[src/rtl/calc_spi_pkg.sv]
// Shared constants and types for the calculator SPI register front end.
// Frame layout is {rw, addr, data}, shifted MSB first.
package calc_spi_pkg;

    localparam int ADDR_W  = 7;
    localparam int DATA_W  = 8;
    localparam int FRAME_W = 1 + ADDR_W + DATA_W;
    localparam int RW_BIT  = FRAME_W - 1;
    localparam int HDR_W   = 1 + ADDR_W;
    localparam int CNT_W   = 5;

    typedef enum logic [2:0] {
        IDLE,
        HDR,
        WDATA,
        RDATA,
        WAIT_CS
    } rx_state_t;

    localparam logic [DATA_W-1:0] OP_ADD = 8'h10;
    localparam logic [DATA_W-1:0] OP_SUB = 8'h20;
    localparam logic [DATA_W-1:0] OP_EQ  = 8'h30;

    function automatic logic [ADDR_W-1:0] frame_addr(
        input logic [FRAME_W-1:0] f
    );
        return f[RW_BIT-1 -: ADDR_W];
    endfunction

    function automatic logic [DATA_W-1:0] frame_data(
        input logic [FRAME_W-1:0] f
    );
        return f[DATA_W-1:0];
    endfunction

endpackage

[src/rtl/spi_pin_sync.sv]
// Two-flop synchroniser plus a history flop for one asynchronous pin.
// Edge strobes compare the synchronised level against its previous value.
module spi_pin_sync #(
    parameter logic RST_VAL = 1'b0
) (
    input  logic clk,
    input  logic rst,
    input  logic pin,
    output logic level,
    output logic rise,
    output logic fall
);

    logic sync_a;
    logic sync_b;
    logic hist;

    always_ff @(posedge clk or posedge rst) begin
        if (rst) begin
            sync_a <= RST_VAL;
            sync_b <= RST_VAL;
            hist   <= RST_VAL;
        end else begin
            sync_a <= pin;
            sync_b <= sync_a;
            hist   <= sync_b;
        end
    end

    assign level = sync_b;
    assign rise  = sync_b & ~hist;
    assign fall  = ~sync_b & hist;

endmodule

[src/rtl/spi_frame_rx.sv]
// SPI mode-0 slave that turns 16-bit frames into calculator register
// writes and reads, all logic running in the oversampling clk domain.
module spi_frame_rx
    import calc_spi_pkg::*;
#(
    parameter int WR_PULSE = 2
) (
    input  logic              clk,
    input  logic              rst,
    input  logic              spi_sclk,
    input  logic              spi_cs_n,
    input  logic              spi_mosi,
    output logic              spi_miso,
    output logic [ADDR_W-1:0] addr,
    output logic [DATA_W-1:0] data_w,
    output logic              write_vld,
    output logic              read_en,
    input  logic [DATA_W-1:0] data_r,
    output logic              frame_err
);

    localparam int PW = (WR_PULSE > 1) ? $clog2(WR_PULSE) : 1;

    logic sclk_lvl;
    logic sclk_rise;
    logic sclk_fall;
    logic cs_lvl;
    logic cs_rise;
    logic cs_fall;
    logic mosi_lvl;
    logic mosi_rise;
    logic mosi_fall;
    logic unused_edges;

    spi_pin_sync #(.RST_VAL(1'b0)) u_sclk_sync (
        .clk   (clk),
        .rst   (rst),
        .pin   (spi_sclk),
        .level (sclk_lvl),
        .rise  (sclk_rise),
        .fall  (sclk_fall)
    );

    // cs_n idles high so a reset never looks like a select edge
    spi_pin_sync #(.RST_VAL(1'b1)) u_cs_sync (
        .clk   (clk),
        .rst   (rst),
        .pin   (spi_cs_n),
        .level (cs_lvl),
        .rise  (cs_rise),
        .fall  (cs_fall)
    );

    spi_pin_sync #(.RST_VAL(1'b0)) u_mosi_sync (
        .clk   (clk),
        .rst   (rst),
        .pin   (spi_mosi),
        .level (mosi_lvl),
        .rise  (mosi_rise),
        .fall  (mosi_fall)
    );

    assign unused_edges = ^{sclk_lvl, cs_rise, mosi_rise, mosi_fall};

    rx_state_t          state;
    logic [CNT_W-1:0]   bit_cnt;
    logic [FRAME_W-1:0] rx_sreg;
    logic [DATA_W-1:0]  tx_sreg;
    logic [PW-1:0]      wr_cnt;

    logic [FRAME_W-1:0] rx_next;
    logic               hdr_rise;
    logic               last_rise;
    logic               extra_rise;
    logic               active;

    assign rx_next    = {rx_sreg[FRAME_W-2:0], mosi_lvl};
    assign hdr_rise   = sclk_rise && (bit_cnt == CNT_W'(HDR_W - 1));
    assign last_rise  = sclk_rise && (bit_cnt == CNT_W'(FRAME_W - 1));
    assign extra_rise = sclk_rise && (bit_cnt == CNT_W'(FRAME_W));
    assign active     = (state == HDR) || (state == WDATA) ||
                        (state == RDATA);

    always_ff @(posedge clk or posedge rst) begin
        if (rst) begin
            state     <= IDLE;
            bit_cnt   <= '0;
            rx_sreg   <= '0;
            tx_sreg   <= '0;
            wr_cnt    <= '0;
            spi_miso  <= 1'b0;
            addr      <= '0;
            data_w    <= '0;
            write_vld <= 1'b0;
            read_en   <= 1'b0;
            frame_err <= 1'b0;
        end else begin
            read_en   <= 1'b0;
            frame_err <= 1'b0;

            if (write_vld) begin
                if (wr_cnt != '0) begin
                    wr_cnt <= wr_cnt - 1'b1;
                end else begin
                    write_vld <= 1'b0;
                end
            end

            if (read_en) begin
                tx_sreg <= data_r;
            end

            unique case (state)
                IDLE: begin
                    spi_miso <= 1'b0;
                    if (cs_fall) begin
                        state   <= HDR;
                        bit_cnt <= '0;
                    end
                end

                HDR, WDATA, RDATA: begin
                    if (sclk_rise) begin
                        rx_sreg <= rx_next;
                        bit_cnt <= bit_cnt + 1'b1;
                    end

                    // bit 7 appears on the first fall after the load
                    if (state == RDATA && sclk_fall) begin
                        spi_miso <= tx_sreg[DATA_W-1];
                        tx_sreg  <= {tx_sreg[DATA_W-2:0], 1'b0};
                    end

                    if (last_rise) begin
                        state <= WAIT_CS;
                        if (state == WDATA) begin
                            addr      <= frame_addr(rx_next);
                            data_w    <= frame_data(rx_next);
                            write_vld <= 1'b1;
                            wr_cnt    <= PW'(WR_PULSE - 1);
                        end
                    end else if (cs_lvl) begin
                        state    <= IDLE;
                        spi_miso <= 1'b0;
                        if (bit_cnt != '0 || sclk_rise) begin
                            frame_err <= 1'b1;
                        end
                    end else if (state == HDR && hdr_rise) begin
                        if (rx_next[ADDR_W]) begin
                            state   <= RDATA;
                            read_en <= 1'b1;
                            addr    <= rx_next[ADDR_W-1:0];
                        end else begin
                            state <= WDATA;
                        end
                    end
                end

                WAIT_CS: begin
                    spi_miso <= 1'b0;
                    if (extra_rise) begin
                        frame_err <= 1'b1;
                        bit_cnt   <= bit_cnt + 1'b1;
                    end
                    if (cs_lvl) begin
                        state <= IDLE;
                    end
                end

                default: begin
                    state <= IDLE;
                end
            endcase
        end
    end

    logic unused_active;
    assign unused_active = active ^ unused_edges;

endmodule

[config.mk]
export PLATFORM = sky130hd
export DESIGN_NAME = spi_frame_rx
export DESIGN_NICKNAME = d
export VERILOG_FILES = /design/src/rtl/calc_spi_pkg.sv /design/src/rtl/spi_pin_sync.sv /design/src/rtl/spi_frame_rx.sv
export SDC_FILE = /design/constraint.sdc
export NUM_CORES = 1
export LEC_CHECK = 0
export BUFFER_PORTS_ARGS = -buffer_cell sky130_fd_sc_hd__buf_2
export CAP_MARGIN = 30
export CORE_MARGIN = 8
export CORE_UTILIZATION = 55
export CTS_CLUSTER_DIAMETER = 120
export DETAILED_ROUTE_END_ITERATION = 8
export PLACE_DENSITY = 0.75
export SYNTH_ARGS = -nofsm -noshare
export SYNTH_HDL_FRONTEND = slang
export SYNTH_HIERARCHICAL = 1
export SYNTH_SLANG_ARGS = --single-unit
[constraint.sdc]
create_clock -name clk -period 2.8 [get_ports clk]
set_input_delay 0.14 -clock clk [delete_from_list [all_inputs] [get_ports clk]]
set_output_delay 0.14 -clock clk [all_outputs]
set_load 0.1 [all_outputs]
**Word level (Yosys, flattened, before mapping)**

Cells that the tools add are included.

- Flip-flop bits (word level): 58
- Bits in latches: 0
- Memory bits (writable): 0
- ROM bits: 0
- Input port bits: 13
- Output and inout bits: 19
- Logic and storage cells: 103
- Memories: 0

- $add $sub $neg: 2
- $mul: 0
- Div/mod/pow operators: 0
- Magnitude comparators: 0
- Equality and inequality tests: 14
- Shift operators: 0
- Multiplexer cells: 43
- Bitwise logic cells: 6
- Reduce and logical (&&, ||, !) cells: 19

Operators with widths:

| cell | number |
|---|---|
| 2-to-1 mux 7 bit | 5 |
| 2-to-1 mux 8 bit | 3 |
| 2-to-1 mux 1 bit | 23 |
| 2-to-1 mux 3 bit | 5 |
| 2-to-1 mux 5 bit | 3 |
| one-hot mux 5 bit (3 select lines) | 1 |
| one-hot mux 3 bit (3 select lines) | 1 |
| inequality test 2 bit, second input constant | 4 |
| equality test 3 x 2 -> 1 bit, second input constant | 2 |
| AND reduction 3 bit | 2 |
| nonzero test 2 bit | 3 |
| adder 5 x 1 -> 5 bit, second input constant | 1 |
| equality test 5 x 3 -> 1 bit, second input constant | 1 |
| equality test 5 x 4 -> 1 bit, second input constant | 1 |
| equality test 5 bit, second input constant | 1 |
| logical AND 1 bit | 5 |
| AND reduction 5 bit | 1 |
| nonzero test 5 bit | 1 |
| inequality test 2 x 1 -> 1 bit, second input constant | 2 |
| inequality test 4 x 3 -> 1 bit, second input constant | 1 |
| one-hot mux 1 bit (2 select lines) | 2 |
| AND reduction 4 bit | 1 |
| bitwise AND 1 bit | 3 |
| equality test 3 x 1 -> 1 bit, second input constant | 1 |
| 9 further kinds | 11 |

**Logic depth before layout (Yosys ltp)**

- Depth after elaboration: 8
- Mapped depth: 8
- Depth with buffers taken out: 7

**Hierarchy**

The synthesis kept the hierarchy.

Modules (own cells, without submodules):

| module | times used | cells each | area each (µm²) | seq. area each (µm²) |
|---|---|---|---|---|
| spi_frame_rx | 1 | 185 | 2,393.5 | 1,251.2 |
| spi_pin_sync at u_mosi_sync ... | 2 | 6 | 93.8 | 75.1 |
| spi_pin_sync at u_cs_sync | 1 | 6 | 97.6 | 78.8 |

**Worst setup path before layout**

No wires, ideal clock.

- Path kind: register to register
- Start: register bit_cnt[0]
- End: register addr[0]
- Setup time: 0.126 ns
- Arrival: 1.845 ns
- Required time: 2.674 ns
- Setup slack: 0.829 ns
- Cell stages (with the launch flop): 8
- Path buffers: 1
- Period minus slack after synthesis: 1.971 ns
- Cells stage by stage: dfrtp_1 > ha_1 > and3_1 > ha_1 > nand2_1 > buf_2 > mux2_2 > mux2_4

- Cells in the longest elaborated chain, start to end: 5
- Elaborated cells between the ends (all ways): 11
- Those cells by class: eq/ne: 4; mux: 1; reduce/logical: 6

RTL lines:

| element | RTL line | source |
|---|---|---|
| start: declaration | spi_frame_rx.sv:66 | `logic [CNT_W-1:0] bit_cnt;` |
| start signal: assignment | spi_frame_rx.sv:125 | `bit_cnt <= bit_cnt + 1'b1;` |
| start signal: assignment | spi_frame_rx.sv:163 | `bit_cnt <= bit_cnt + 1'b1;` |
| equality test 5 x 3 -> 1 bit | spi_frame_rx.sv:78 | `assign hdr_rise = sclk_rise && (bit_cnt == CNT_W'(HDR_W - 1));` |
| logical AND 1 bit | spi_frame_rx.sv:78 |  |
| logical AND 1 bit | spi_frame_rx.sv:148 | `end else if (state == HDR && hdr_rise) begin` |
| nonzero test 2 bit (no line) | n/a |  |
| AND reduction 5 bit (no line) | n/a |  |
| end signal: assignment | spi_frame_rx.sv:137 | `addr <= frame_addr(rx_next);` |
| end signal: assignment | spi_frame_rx.sv:152 | `addr <= rx_next[ADDR_W-1:0];` |
| end: declaration | spi_frame_rx.sv:14 | `output logic [ADDR_W-1:0] addr,` |

Parallel ways exist; a longest one is shown, timed or not.
A chain may end at the register's enable or synchronous reset.

**Worst setup path in the final report**

- Start: register bit_cnt[0]
- End: register addr[4]

Same word-level chain as after synthesis.

==> results.md <==
* Routed wire per std cell at 16.2 µm
* Largest stage delay on the critical path at 450 ps
* Ys Warns at 6
* Most crowded layer after global routing: met2
* Via count at 1638
* PwrDens at 609 mW/mm²
* Initial core utilization at 56.5%
* Worst-case vdd ir drop at 443 µV
* Die area at 0.00726 mm²
* Core Region at 0.00466 mm²
* Worst EP required at 3020 ps
* Count of final setup violators at 0
* Final period utilization at 79.0%
* Fin. max-slew vios at 0
* Achievable Freq at 452 MHz
* CTS tree: yes
* CP dominant cell by count: ha_1
* Mean Syn Cell Area at 13.2 µm²
* Clock net sink count at 58
* Syn nets at 215
* Area of the multi-input gates at 0.00106 mm²
* Die height at 85.2 µm
* Residual DRC at 0
* H-tree levels at 3
* Routed Antenna Nets at 0
* Worst-path clk slew at 60 ps
* # hold bufs at CTS at 4
* RSZ-0062 raised after global routing: false
* Worst Path Max Fanout at 7
* P_leak at 1.49 nW
* Skew final at 8.21 ps
* HP Class: primary input to flip-flop
* Slowest library cell on the worst path: a31o_1
* Kind of cell adding the most delay to the critical path: simple AND/OR/NAND/NOR gates
* Io pins at 32
* WP data arrival at 2430 ps
* Row cnt at 25
* Global route overflow at 0
* Antenna violations before repair at 0
* ANT cells at 0
* Maxcap violations at 0
* Critical Path Start: bit_cnt[0]$_DFFE_PP0P_
* Min-delay src: data_r[5]
* Fillers at 341
* DPL Wire Length at 3260 µm
* Share of cells above drive strength 1 at 39.8%
* Total CTS buffers at 9
* Startpoint types: flip-flop
* Via/cell ratio at 5.50
* Final count of hold timing violations at 0
* Gpl congestion at 0.802
* Largest net degree at the start of global routing at 38
* Fin nets at 255
* Pre-CTS setup slack at 615 ps
* Measured slew at the worst slew-check pin at 566 ps
* Rel. slew slack at 62.2%
* Area delta synth->final at 16.2%
* GR Layer Usage met2 at 23.7%
* Crit Path Category: flip-flop to flip-flop
* Final worst setup slack at 588 ps
* Gate Count Post-Synth at 199
* Post-cts resize count at 0
* Register area at 0.00146 mm²
* Iter 0 DRT Violations at 70
* Worst skew pair latency at 330 ps
* GR Util met3 at 5.69%
* Fin Setup TNS at 0 ps
* CP Buf/Inv Count at 0
* First-pass detailed-route iteration total at 4
* GR Layer Usage met1 at 17.2%
* CP Cell Sequence: ha_1, and3_1, ha_1, nand2_1, nor4b_2, a31o_1, mux2_4
* CTS Root Buffer Type: clkbuf_8
* Port buffer count at 31
* Global-route wire length before repair at 8470 µm
* Clock Tree Buf Depth at 2
* Final core utilization at 65.6%
* Tot Pwr at 0.00186 W
* Reg-to-Reg Start: bit_cnt[0]$_DFFE_PP0P_
* Vias in the first global route at 1747
* Final min period at 2210 ps
* Die width at 85.2 µm
* Mapped Area at 0.00263 mm²
* Placed cells at 278
* Final cell count without fillers at 298
* Total GRT Usage at 14.9%
* Post-Route WL at 4820 µm
* CP endpoint kind: flip-flop
* Post-CTS Setup Inserts at 0
* Status: completed
stage by stage:
step / cell area [µm²] / hold slack [ps]
after floorplan: 2630 / -119
after global placement: 2810 / 26.7
after detailed placement: 2830 / 33.9
after CTS: 3060 / 96.1
after global routing: 3060 / 107
final: 3060 / 111
layer usage:
metal	share of wire [%]	routed length, µm
met5	0	0
met4	1.9	91
met3	5.1	248
met2	47	2270
met1	46	2220
registers in the layout, summed over array words and instances, names as in the netlist, 3 cells and up:
name and flops:
bit_cnt 5, tx_sreg 8, data_w 8, addr 7
rx_sreg 14, state 3
worst min-delay path: stages:
cell     delay [ps]
buf_2            80
mux2i_1          50
a21oi_1         130
worst paths after layout:
path,depth (start not counted),slack [ps],end
min reg2reg,0,350,u_sclk_sync/level$_DFF_PP0_
max in group asynchronous,4,1960,bit_cnt[0]$_DFFE_PP0P_
min in group asynchronous,3,240,u_mosi_sync/sync_a$_DFF_PP0_
max reg2reg,7,590,addr[4]$_DFFE_PP0P_
max,7,590,addr[4]$_DFFE_PP0P_
min,3,110,tx_sreg[5]$_DFF_PP0_
report_power, final:
part           leakage, nW  total, W  internal [W]  switching [W]
Combinational        0.655  0.000172     0.0000972      0.0000746
Clock               0.0909  0.000745      0.000437       0.000308
Sequential           0.742  0.000946      0.000891      0.0000554
cell usage in the layout (no fill, tap or decap), drive strengths merged, types with 2 or more instances in the layout:
master       instances
dfrtp               55
mux2                39
buf                 35
clkbuf              14
inv                 12
a21oi               11
nor2                11
mux2i                8
nand2                5
dlygate4sd3          4
a21o                 3
nor3                 3
ha                   3
dfstp                3
and2b                3
nand2b               2
and2                 2
nor2b                2
nand3                2
a31oi                2
and3                 2
o21ai                2
nand4                2
nor4b                2
a31o                 2
final cells by class:
type                    instances  area share [%]
flip-flops and latches         58            47.6
multi-input cells             119            34.7
repair buffers                 39            7.77
clock buffers                  14            4.99
well taps                      54            2.21
inverters                      12            1.47
clock inverters                 2            1.23
Power figures use the tool's default switching activity.
